### src/rtl/line_clear_engine.sv
// Board line-clear engine: scans the board RAM bottom-up for full rows and, once granted,
// compacts the surviving rows downward and zero-fills the top. Define LINE_CLEAR_TOTAL_EN for the total_lines accumulator.
module line_clear_engine #(
    parameter int ROWS = 20,
    parameter int COLS = 10
) (
    input  logic            clk,
    input  logic            reset,
    input  logic            scan_start,
    input  logic            lineBreakMode,
    input  logic [COLS-1:0] row_rdata,
    output logic [4:0]      row_addr,
    output logic [COLS-1:0] row_wdata,
    output logic            row_we,
    output logic            lineBreak,
    output logic            busy,
    output logic            done,
    output logic [4:0]      lines_cleared,
    output logic [15:0]     total_lines
);

    typedef enum logic [2:0] {
        IDLE, SCAN_RD, SCAN_CHK, WAIT_LB, COL_RD, COL_CHK, FILL, DONE
    } state_t;

    localparam logic [5:0] LAST = 6'(ROWS - 1);

    state_t     state_q, state_d;
    logic [5:0] src_q, src_d;
    logic [5:0] dst_q, dst_d;
    logic       found_q, found_d;
    logic [4:0] lines_q, lines_d;
    logic       row_full;

    assign row_full = &row_rdata;

    always_ff @(posedge clk) begin
        if (reset) begin
            state_q <= IDLE;
            src_q   <= '0;
            dst_q   <= '0;
            found_q <= 1'b0;
            lines_q <= '0;
        end else begin
            state_q <= state_d;
            src_q   <= src_d;
            dst_q   <= dst_d;
            found_q <= found_d;
            lines_q <= lines_d;
        end
    end

    always_comb begin
        state_d = state_q;
        src_d   = src_q;
        dst_d   = dst_q;
        found_d = found_q;
        lines_d = lines_q;
        case (state_q)
            IDLE: begin
                if (scan_start) begin
                    src_d   = LAST;
                    dst_d   = LAST;
                    found_d = 1'b0;
                    lines_d = '0;
                    state_d = SCAN_RD;
                end
            end
            SCAN_RD: state_d = SCAN_CHK;
            SCAN_CHK: begin
                if (row_full) found_d = 1'b1;
                if (src_q != 6'd0) begin
                    src_d   = src_q - 6'd1;
                    state_d = SCAN_RD;
                end else if (found_q || row_full) begin
                    src_d   = LAST;
                    state_d = WAIT_LB;
                end else begin
                    state_d = DONE;
                end
            end
            WAIT_LB: if (lineBreakMode) state_d = COL_RD;
            COL_RD:  state_d = COL_CHK;
            COL_CHK: begin
                // Full rows are skipped before dst moves, so dst never drops below src.
                if (row_full) lines_d = lines_q + 5'd1;
                else          dst_d   = dst_q - 6'd1;
                if (src_q != 6'd0) begin
                    src_d   = src_q - 6'd1;
                    state_d = COL_RD;
                end else if (dst_d[5]) begin
                    state_d = DONE;
                end else begin
                    state_d = FILL;
                end
            end
            FILL: begin
                if (dst_q == 6'd0) state_d = DONE;
                else               dst_d   = dst_q - 6'd1;
            end
            DONE:    state_d = IDLE;
            default: state_d = IDLE;
        endcase
    end

    always_comb begin
        row_addr  = '0;
        row_wdata = '0;
        row_we    = 1'b0;
        case (state_q)
            SCAN_RD, COL_RD: row_addr = src_q[4:0];
            COL_CHK: begin
                if (!row_full) begin
                    row_we    = 1'b1;
                    row_addr  = dst_q[4:0];
                    row_wdata = row_rdata;
                end
            end
            FILL: begin
                row_we   = 1'b1;
                row_addr = dst_q[4:0];
            end
            default: ;
        endcase
    end

    assign lineBreak     = (state_q == WAIT_LB);
    assign busy          = (state_q != IDLE);
    assign done          = (state_q == DONE);
    assign lines_cleared = lines_q;

`ifdef LINE_CLEAR_TOTAL_EN
    logic [15:0] total_lines_q, total_lines_d;
    logic [16:0] total_sum;

    always_comb begin
        total_sum     = {1'b0, total_lines_q} + 17'(lines_q);
        total_lines_d = total_lines_q;
        if (state_q == DONE)
            total_lines_d = total_sum[16] ? 16'hFFFF : total_sum[15:0];
    end

    always_ff @(posedge clk) begin
        if (reset) total_lines_q <= '0;
        else       total_lines_q <= total_lines_d;
    end

    assign total_lines = total_lines_q;
`else
    assign total_lines = 16'h0000;
`endif

endmodule

### config.mk
export PLATFORM = sky130hd
export DESIGN_NAME = line_clear_engine
export DESIGN_NICKNAME = d
export VERILOG_FILES = /design/src/rtl/line_clear_engine.sv
export SDC_FILE = /design/constraint.sdc
export NUM_CORES = 1
export LEC_CHECK = 0
export BUFFER_PORTS_ARGS = -buffer_cell sky130_fd_sc_hd__buf_4
export CAP_MARGIN = 10
export CORE_UTILIZATION = 54
export DETAILED_ROUTE_END_ITERATION = 7
export HOLD_SLACK_MARGIN = 0.15
export PLACE_DENSITY_LB_ADDON = 0.2
export SYNTH_ARGS = -nofsm -noshare
export SYNTH_HDL_FRONTEND = slang
export SYNTH_SLANG_ARGS = --single-unit
### constraint.sdc
create_clock -name clk -period 5.2 [get_ports clk]
set_input_delay 0.26 -clock clk [delete_from_list [all_inputs] [get_ports clk]]
set_output_delay 0.26 -clock clk [all_outputs]
set_load 0.02 [all_outputs]
=== Yosys cells after proc, flatten, opt, wreduce, memory -nomap -nowiden ===
Cells that the tools add are included.

* Input bits: 14
* Output and inout bits: 40
* Logic and storage cells: 71
* Register bits: 21

* Muxes and demuxes: 29
* Equal/unequal tests: 16
* $add $sub $neg: 3
* Reduce and logical (&&, ||, !) cells: 17

{| class="wikitable"
|+ Operators with widths
! kind !! count
|-
| $mux W6 || 7
|-
| $pmux W6 S3 || 2
|-
| $pmux W3 S8 || 1
|-
| $mux W10 || 2
|-
| $ne A2 B2 Y1 const B || 8
|-
| $mux W3 || 5
|-
| $mux W5 || 3
|-
| $pmux W5 S3 || 1
|-
| $eq A3 B3 Y1 const B || 4
|-
| $reduce_and A3 Y1 || 4
|-
| $sub A6 B1 Y6 const B || 2
|-
| $pmux W5 S2 || 1
|-
| $reduce_and A10 Y1 || 1
|-
| $reduce_bool A3 Y1 || 3
|-
| $reduce_and A4 Y1 || 2
|-
| $eq A3 B2 Y1 const B || 2
|-
| $logic_not A6 Y1 || 1
|-
| $reduce_bool A6 Y1 || 1
|-
| $add A5 B1 Y5 const B || 1
|-
| $mux W1 || 4
|-
| $pmux W1 S2 || 2
|-
| $reduce_bool A2 Y1 || 2
|-
| $eq A3 B1 Y1 const B || 1
|-
| $logic_not A3 Y1 || 1
|-
| 4 further kinds || 4
|}

=== Logic depth before layout (Yosys ltp) ===
Gate-level depths: netlist of the first run.

* Depth in word-level cells: 6
* Depth in mapped cells: 7
* Mapped depth without buffers: 7

=== Worst setup path after synthesis of the first run ===
No wires, ideal clock.

* Kind: reg2reg
* Start point: reg src_q[0]
* End point: reg src_q[3]
* Buffers on the path: 0
* Clock period less this slack: 1.995 ns
* Setup time: 0.117 ns
* Slack: 3.205 ns
* Data required time: 5.083 ns
* Arrival: 1.877 ns
* Stages on the path, launching flop included: 8
* Cells stage by stage: dfxtp_1 > inv_1 > ha_1 > or4b_1 > nor2_1 > a32oi_2 > and2_4 > a32o_1

* Longest elaborated chain between the ends: 3
* Elaborated cells between the ends (all ways): 8
* Those cells by class: add/sub (1); eq/ne (2); mux (3); reduce/logical (2)

{| class="wikitable"
|+ RTL lines
! what !! line !! text
|-
| from (decl) || 29 || <nowiki>logic [5:0] src_q, src_d;</nowiki>
|-
| from (signal assigned) || 46 || <nowiki>src_q <= src_d;</nowiki>
|-
| $sub A6 B1 Y6 or $reduce_bool A6 Y1 (tied branches) || n/a ||
|-
| $mux W6 (tied with other cells) || 88 || <nowiki>if (src_q != 6'd0) begin</nowiki>
|-
| $pmux W6 S3 or $reduce_and A4 Y1 (tied branches) || n/a ||
|}

Several ways; a longest one is shown, not always the timed one. The select of a mux whose other input is x is not followed.
A chain may end at the register's enable or synchronous reset.

=== Final worst setup path of the first run ===
* Start point: reg state_q[2]
* End point: out row_addr[1]

* Longest elaborated chain between the ends: 3
* Elaborated cells between the ends (all ways): 6
* Those cells by class: eq/ne (4); mux (1); reduce/logical (1)

{| class="wikitable"
|+ RTL lines
! what !! line !! text
|-
| from (decl) || 28 || <nowiki>state_t state_q, state_d;</nowiki>
|-
| from (signal assigned) || 45 || <nowiki>state_q <= state_d;</nowiki>
|-
| $eq A3 B1 Y1 or $eq A3 B3 Y1 (tied branches) || 110 || <nowiki>case (state_q)</nowiki>
|-
| $reduce_or A2 Y1 || 110 ||
|-
| $pmux W5 S3 * || 110 ||
|-
| to (decl) || 12 || <nowiki>output logic [4:0] row_addr,</nowiki>
|}

Mark *: on every way between the ends. The rest lies on a longest branch, timed or not.

==> results_dict.tcl, run 1 <==
set metrics [dict create \
    switching_share 0.3560 \
    r2r_start "state_q[2]$_SDFFE_PP0P_" \
    synthFlopType "dfxtp_1" \
    final_nets 253 \
    crit_type "flip-flop to output port" \
    io-pin-count 54 \
    switchingPower_uw 136.2 \
    synth_edf_count 0 \
    internal-power_uw 246.4 \
    tightest_slew_ns 0.6335 \
    clock_skew_ns 0.002656 \
    final_common_cell "buf_4" \
    vdd_drop_max_uv 141.2 \
    io_buffers 37 \
    slowest_delay_ns 0.69 \
    cts_setup_buffers 0 \
    root_buffer "clkbuf_4" \
    pre_cts_slack_ns 2.953 \
    outcome "completed" \
    cp_top_family "simple AND/OR/NAND/NOR gates" \
    ys_seq_area_frac 0.2701 \
    grt_start_max_net_pins 19 \
    synth.distinct_cells 49 \
    wl_per_cell_um 14.38 \
    drt_iter0_markers 88 \
    clock_latency_ns 0.30 \
    grt.total_usage 0.2510 \
    avgSynthCellArea_sq_um 7.744 \
    place_area_sq_mm 0.001774 \
    dieHeight_um 55.69 \
    synth_area_sq_mm 0.001556 \
    cts.sink_count 21 \
    ant_nets 0 \
    dp_cells 260 \
    yosys_warnings 0 \
    fin_tns_setup_ns 0 \
    routed_wl_um 3797 \
    crit_path_start_kind "flip-flop" \
    arrival_ns 2.34 \
    grt_pass1_wl_um 6292 \
    finalCriticalPeriod_ns 2.599 \
    setup_slack_ns 2.601 \
    cts_buffer_depth 2 \
    fill_cells 243 \
    drt_first_pass_iters 5 \
    slew_viol_final 0 \
    crit_top_cell "buf_4" \
    r2r_slack_ns 2.87 \
    hold_class "primary input to flip-flop" \
    start_util 0.5693 \
    slew_headroom 0.5732 \
    cts_hold_buf 0 \
    fin_cells 264 \
    fin_crit_sh 0.4998 \
    power.density_mw_per_mm2 212.5 \
    postLayoutCellArea_sq_mm 0.001800 \
    power.total_uw 382.5 \
    required_ns 4.94 \
    reg2regPathDepth 5 \
    via_per_inst 6.004 \
    fp.dieW_um 55.69 \
    maxCapViolations 0 \
    ys_async_sr_fraction 0 \
    clk_transition_reported_paths_ns 0.12 \
    seq_power_share 0.486 \
    crit_chain "and3b_1 -> o41ai_1 -> buf_4 -> nand2_1 -> a22o_1 -> buf_4" \
    antenna_cells 0 \
    coreArea_sq_mm 0.002734 \
    crit_path_end "row_addr[1]" \
    cts_buffers 3 \
    dieArea_sq_mm 0.003101 \
    rsz0062_at_grt "no" \
    multi_input_area_sq_um 996.0 \
    vias 1585 \
    cts_tree "done" \
    seq_area_sq_um 420.4 \
    first_global_vias 1430 \
    synth_seq_cells 21 \
    setup_viol 0 \
    crit_fanout 18 \
    timing.fmax_mhz 384.8 \
    grt_overflow_total 0 \
    hold_violations 0 \
    cp-end-kind "output port" \
    drive_gt1_frac 0.2017 \
    clock_power_share 0.210 \
    p_comb_frac 0.304 \
    htreeDepth 1 \
    crit_slowest_cell "dfxtp_1" \
    hpwlAfterDp_um 2850 \
    path_depth 6 \
    cts_resized 0 \
    final_cell_mix "buf_4 (38), dfxtp_1 (21), nor2_1 (18)" \
    leakage_uw 0.0008005 \
    rows 19 \
    remaining_drc_errors 0 \
    antenna_found_initial 0 \
    cp_num_buf_inv 2 \
    syn_to_final_growth_pct 15.68 \
    gp_congestion 0.9557 \
    rr_endpoint "src_q[3]$_SDFFE_PP0P_" \
    critical_path.startpoint "state_q[2]$_SDFFE_PP0P_" \
    netlist_instances 201 \
]
==> metrics by stage <==
step / hold slack [ns] / util
final: 0.2267 / 0.6586
after global routing: 0.2240 / 0.6586
after CTS: 0.2281 / 0.6586
after detailed placement: 0.4714 / 0.6490
after global placement: 0.4636 / 0.6490
after floorplan: 0.4466 / -
==> registers in the layout, summed over array words and instances, names as in the netlist <==
name and count:
src_q 6, found_q 1, dst_q 6, lines_cleared 5, state_q 3
==> power by group through the flow <==
stage	Combinational [uW]	Clock (uW)	Sequential (uW)
3_5_place_dp	115	0	189
4_1_cts	115	80.4	185
6_report	116	80.3	186
3_3_place_gp	111	0	188
5_1_grt	130	86.7	188
2_1_floorplan	98.6	0	182
==> cells by family after synthesis <==
kind of cell               share of synthesized area
muxes                                       0.006431
adders and majority gates                    0.04019
and+or+nand+nor                               0.2862
other                                       0.002409
xor gates and xnor gates                     0.01688
DFF                                           0.2701
AOI/OAI and AO/OA                             0.2516
buffers and inverters                         0.1262
==> layout make-up <==
class                      instances  share of cell area
timing repair buffer              38              0.1584
multi-input combinational        161              0.5532
inverter                           9             0.01876
sequential                        21              0.2335
clock buffer                       4             0.01459
tap                               31             0.02154
==> routing by layer <==
layer | vias up | GRT usage | wire length, um
li1 | 768 | - | -
met1 | 730 | 0.3139 | 1599
met2 | 75 | 0.4200 | 1834
met3 | 12 | 0.04419 | 271
met4 | 0 | 0.1143 | 93
met5 | - | 0 | 0
==> synth_stat cells, drive strengths merged, types with 6 or more instances <==
cell type,count,area (sq um)
a21oi,14,81.33
and3,12,75.07
buf,18,136.4
clkbuf,7,26.28
dfxtp,21,420.4
inv,9,33.78
nand2,12,45.04
nor2,18,67.56
nor3,6,30.03
o21ai,14,70.07
==> worst min path at each step <==
stage / start / end / slack (ns) / depth (start not counted)
global route: reset / lines_cleared[1]$_SDFFE_PP0P_ / 0.22 / 2
CTS: reset / lines_cleared[1]$_SDFFE_PP0P_ / 0.23 / 2
finish: reset / found_q$_SDFFE_PP0P_ / 0.23 / 2
detailed placement: found_q$_SDFFE_PP0P_ / found_q$_SDFFE_PP0P_ / 0.47 / 2
floorplan: found_q$_SDFFE_PP0P_ / found_q$_SDFFE_PP0P_ / 0.45 / 2
global placement: found_q$_SDFFE_PP0P_ / found_q$_SDFFE_PP0P_ / 0.46 / 2
No activity file was read; power rests on OpenSTA's default activity.
==> inputs of run 2 (changes only) <==
ABC_AREA = 1   (was unset)
CORE_UTILIZATION = 51   (was 54)
clock period = 2.6 ns   (was 5.2 ns; I/O delays follow)
==> run 2 against run 1 <==
First-iteration DRC count is 4.5% higher. Highest routed layer unchanged. Area after synthesis is 7.8% higher. Final cell count is 36% higher. Via count is 12% higher. Count of clock-buffer cells in the layout stayed put. Sequential share of layout area is 2.1 points lower. Core utilization is 1.7 points lower. Sequential cell count stayed put.
==> results_dict.tcl, run 2 <==
set metrics [dict create \
    crit_slowest_cell "dfxtp_1" \
    fp.dieW_um 59.36 \
    rsz0062_at_grt "no" \
    drt_iter0_markers 92 \
    grt_pass1_wl_um 6403 \
    hold_class "primary input to flip-flop" \
    drt_first_pass_iters 4 \
    drive_gt1_frac 0.1804 \
    ant_nets 0 \
    io-pin-count 54 \
    power.density_mw_per_mm2 957.9 \
    dieHeight_um 59.36 \
    seq_area_sq_um 420.4 \
    setup_viol 0 \
    outcome "completed" \
    wl_per_cell_um 10.85 \
    syn_to_final_growth_pct 17.67 \
    gp_congestion 0.8757 \
    clock_latency_ns 0.31 \
    synth.most_common_cell "nand2_1" \
    cts_buffer_depth 2 \
    routed_wl_um 3906 \
    hpwlAfterDp_um 3137 \
    wl_met2_um 1792 \
    slew_viol_final 0 \
    met3_wirelength_um 258 \
    dp_cells 355 \
    first_global_vias 1478 \
    route.layer.met1.wl_um 1828 \
    synth.distinct_cells 26 \
    avgSynthCellArea_sq_um 6.057 \
    synth_area_sq_mm 0.001678 \
    htreeDepth 1 \
    antenna_found_initial 0 \
    fin_crit_sh 0.8032 \
    grt_start_max_net_pins 15 \
    io_buffers 37 \
    fin_cells 360 \
    crit_chain "nand3_2 -> inv_2 -> nand2_2 -> nand2_2 -> inv_2 -> o22ai_1 -> buf_4" \
    coreArea_sq_mm 0.003078 \
    yosys-top-cells-area "dfxtp_1 (25%), nand2_1 (14%), inv_1 (8.9%)" \
    cts_setup_buffers 0 \
    remaining_drc_errors 0 \
    multi_input_area_sq_mm 0.001016 \
    synthFlopType "dfxtp_1" \
    netlist_instances 277 \
    fin_tns_setup_ns 0 \
    final_nets 336 \
    root_buffer "clkbuf_4" \
    grt_overflow_total 0 \
    final_util 0.6415 \
    yosys_warnings 0 \
    power.total_uw 1891 \
    timing.fmax_mhz 478.8 \
    required_ns 2.47 \
    ys_async_sr_fraction 0 \
    clock_skew_ns 0.006709 \
    synth_edf_count 0 \
    maxCapViolations 0 \
    via_per_inst 4.922 \
    antenna_cells 0 \
    yosys.area.top_type_share 0.2506 \
    crit_type "flip-flop to output port" \
    slew_headroom 0.5745 \
    crit_fanout 12 \
    slowest_delay_ns 0.45 \
    final_cell_mix "nand2_1 (62), inv_1 (40), buf_4 (37)" \
    synth_seq_cells 21 \
    vias 1772 \
    cts.sink_count 21 \
    fill_cells 321 \
    tightest_slew_ns 0.6326 \
    hold_violations 0 \
    ys_top_cells_by_count "nand2_1 (62), inv_1 (40), nor2_1 (35), nand3_1 (28), dfxtp_1 (21)" \
    cp-end-kind "output port" \
    finalCriticalPeriod_ns 2.088 \
    start_util 0.5451 \
    clk_transition_reported_paths_ns 0.12 \
    rows 20 \
    cts_tree "done" \
    crit_path_start_kind "flip-flop" \
    cts_buffers 3 \
    grt.total_usage 0.2366 \
    final_common_cell "nand2_1" \
    vdd_drop_max_uv 574.0 \
    top_layer_used "met4" \
    arrival_ns 1.96 \
    dieArea_sq_mm 0.003523 \
    yosys.area.top_type "dfxtp_1" \
    ys_seq_area_frac 0.2506 \
    leakage_uw 0.001065 \
]
## run 2: cell types whose count changed after synthesis, sizes merged, moves of 5 or more
cell,delta
nand3,+25
nand2,+56
and3,-12
o21ai,-6
nor2,+20
inv,+36
or3,-5
clkbuf,-6
## run 2: critical path: cells and delay by family, from the launching register on
kind / cells / cell delay, ns
AND/OR/NAND/NOR: 3 / 0.56
buffers and inverters: 3 / 0.48
flip-flops: 1 / 0.45
AO/OA/AOI/OAI: 1 / 0.16
## run 2: stage by stage
step	instance area [sq um]	hold slack, ns	setup WS (ns)
after floorplan	1734	0.2846	1.117
after detailed placement	1938	0.4363	0.8931
after global placement	1938	0.4330	0.8568
final	1974	0.1914	0.5116
after CTS	1974	0.1906	0.5270
after global routing	1974	0.2193	0.3680
## run 2: final timing paths
path	slack (ns)	cells past startpoint	start	to
setup / recovery	0.51	7	state_q[0]$_SDFFE_PP0P_	row_addr[1]
hold / removal	0.19	5	row_rdata[6]	found_q$_SDFFE_PP0P_
setup reg to reg	0.96	9	src_q[0]$_SDFFE_PP0P_	src_q[5]$_SDFFE_PP0P_
hold reg to reg	0.50	2	src_q[0]$_SDFFE_PP0P_	src_q[0]$_SDFFE_PP0P_
## run 2: what timing repair did
item,in CTS,in global routing
gates resized for setup,0,0
hold endpoints to repair,10,0
hold buffers,1,0
## run 2: area by class of cell
cell class	count	share of cell area
multi-input cells	208	0.5146
flip-flops and latches	21	0.2129
repair buffers	38	0.1458
inverters	45	0.08555
well taps	44	0.02788
clock buffers	4	0.01331
## run 2: cells by family after synthesis
family,synth area share
simple gates,0.3848
buf+inv,0.1775
compound gates,0.1268
flops,0.2506
fa+ha+maj,0.03729
xor+xnor,0.02088
other cells,0.002235
## run 2: layer usage
metal	up-vias	global-route usage
li1	926	-
met1	777	0.3199
met2	65	0.3820
met3	4	0.04585
met4	0	0.06463
met5	-	0
## run 2: power by group
part / switching, uW / internal (uW)
Combinational: 825 / 419
Clock: 99.0 / 59.9
Sequential: 81.0 / 408
Total: 1010 / 886
==> inputs of run 3 (changes only) <==
ABC_AREA = 0   (was 1)
CORE_UTILIZATION = 50   (was 51)
clock period = 2 ns   (was 2.6 ns; I/O delays follow)
==> run 3 against run 2 <==
Worst setup slack got worse by 0.45 ns. Combinational power decreased by 70%. Sequential cell count did not move. Critical endpoint is now row_addr[4]. Power fell by 45%. The flow now finishes with violations (DRC).
==> results_dict.tcl, run 3 (synthesized netlist as in run 1, its figures left out) <==
set metrics [dict create \
    clock_power_share 0.205 \
    crit_type "flip-flop to output port" \
    clock_latency_ns 0.31 \
    ant_nets 0 \
    grt_busiest_layer "met2" \
    io-pin-count 54 \
    routed_wl_um 3775 \
    required_ns 1.90 \
    gp_congestion 0.8486 \
    r2r_slack_ns 0.10 \
    syn_to_final_growth_pct 27.25 \
    grtUsageMet1 0.3143 \
    seq_power_share 0.443 \
    grt_start_max_net_pins 15 \
    slowest_delay_ns 0.36 \
    leakage_uw 0.0009065 \
    final_cell_mix "buf_4 (57), dfxtp_1 (21), nor2_1 (17)" \
    drt_first_pass_iters 8 \
    start_util 0.5456 \
    dieHeight_um 57.80 \
    crit_path_start_kind "flip-flop" \
    min_from "scan_start" \
    cp-end-kind "output port" \
    wl_per_cell_um 13.25 \
    via_per_inst 5.586 \
    grt_overflow_total 0 \
    fin_cells 285 \
    cts.sink_count 21 \
    hpwlAfterDp_um 2837 \
    crit_chain "buf_4 -> and3b_2 -> and2_1 -> a22oi_1 -> o21ai_0 -> buf_4" \
    rr_endpoint "src_q[2]$_SDFFE_PP0P_" \
    switching_share 0.3516 \
    internal-power_uw 680.3 \
    final_nets 274 \
    vdd_drop_max_uv 395.0 \
    timing.fmax_mhz 517.1 \
    hold_depth 3 \
    first_global_vias 1325 \
    setup_viol 0 \
    hold_violations 0 \
    cts_buffer_depth 2 \
    place_area_sq_mm 0.001902 \
    outcome "finished with violations" \
    coreArea_sq_mm 0.002853 \
    cts_tree "done" \
    cp_num_buf_inv 2 \
    met3_usage 0.04464 \
    violations "DRC" \
    cp_top_family "simple AND/OR/NAND/NOR gates" \
    drt_iter0_markers 66 \
    postLayoutCellArea_sq_mm 0.001981 \
    seq_area_sq_um 420.4 \
    switchingPower_uw 368.9 \
    io_buffers 37 \
    clk_transition_reported_paths_ns 0.12 \
    crit_top_cell "buf_4" \
    arrival_ns 1.83 \
    fill_cells 266 \
    hold_class "primary input to flip-flop" \
    r2r_start "src_q[0]$_SDFFE_PP0P_" \
    power.density_mw_per_mm2 529.7 \
    remaining_drc_errors 8 \
    root_buffer "clkbuf_4" \
    final_common_cell "buf_4" \
    finalCriticalPeriod_ns 1.934 \
    antenna_cells 0 \
    rsz0062_at_grt "yes" \
    cts_buffers 3 \
    rows 19 \
    dp_cells 277 \
    drive_gt1_frac 0.2756 \
    vias 1592 \
    fp.dieW_um 57.80 \
    p_comb_frac 0.352 \
    maxCapViolations 0 \
    htreeDepth 1 \
    reg2regPathDepth 7 \
    crit_fanout 12 \
    crit_slowest_cell "dfxtp_1" \
    grt_pass1_wl_um 5913 \
    met2_usage 0.3439 \
    dieArea_sq_mm 0.003340 \
    fin_crit_sh 0.9670 \
    power.total_uw 1049 \
    slew_viol_final 0 \
    antenna_found_initial 0 \
    clock_skew_ns 0.003417 \
    multi_input_area_sq_mm 0.001013 \
    grt.total_usage 0.2277 \
    hold_end "state_q[1]$_SDFFE_PP0P_" \
]
run 3: power by group through the flow:
| stage | sequential (uW) | combinational [uW] | clock (uW) |
|---|---|---|---|
| floorplan | 472 | 256 | 0 |
| global placement | 473 | 351 | 0 |
| detailed placement | 473 | 352 | 0 |
| CTS | 464 | 358 | 223 |
| global route | 468 | 402 | 237 |
| finish | 465 | 370 | 215 |
run 3: layout make-up:
cell class                      count  area share
Timing Repair Buffer               59      0.2262
Tap cell                           31     0.01958
Multi-Input combinational cell    161      0.5117
Clock buffer                        4     0.01327
Sequential cell                    21      0.2123
Inverter                            9     0.01706
run 3: metal layers:
layer / part of all wire / up-vias / wire length (um)
li1: - / 808 / -
met1: 0.49 / 724 / 1835
met2: 0.43 / 56 / 1626
met3: 0.069 / 4 / 261
met4: 0.014 / 0 / 52
met5: 0 / - / 0
run 3: through the flow:
step	hold slack, ns	util	setup WS [ns]	TNS (ns)
final	0.2158	0.6943	0.06610	0
after CTS	0.2055	0.6833	0.01380	0
after global routing	0.2512	0.6943	-0.01381	-0.03146
after detailed placement	0.4001	0.6667	0.03726	0
after floorplan	0.3215	-	0.005291	0
after global placement	0.3969	0.6667	0.09976	0
run 3: worst max path at each step:
| stage | startpoint | to | slack (ns) | depth (start not counted) |
|---|---|---|---|---|
| after floorplan | src_q[0]$_SDFFE_PP0P_ | src_q[3]$_SDFFE_PP0P_ | 0.005 | 7 |
| after global placement | src_q[0]$_SDFFE_PP0P_ | src_q[5]$_SDFFE_PP0P_ | 0.1 | 7 |
| after detailed placement | src_q[0]$_SDFFE_PP0P_ | src_q[5]$_SDFFE_PP0P_ | 0.04 | 7 |
| after CTS | src_q[0]$_SDFFE_PP0P_ | src_q[2]$_SDFFE_PP0P_ | 0.01 | 7 |
| after global routing | state_q[0]$_SDFFE_PP0P_ | row_addr[4] | -0.01 | 6 |
| final | state_q[0]$_SDFFE_PP0P_ | row_addr[4] | 0.07 | 6 |
run 3: worst min-delay path, stage by stage:
cell     delay (ns)
buf_4          0.10
o21ai_0        0.12
nor3_1         0.18
run 3: repair_timing:
item	CTS	global route
gates cloned	0	0
resized for setup	1	5
buffers inserted	0	2
hold buffers	2	0
endpoints found under the setup margin	2	12
hold endpoints to repair	10	0
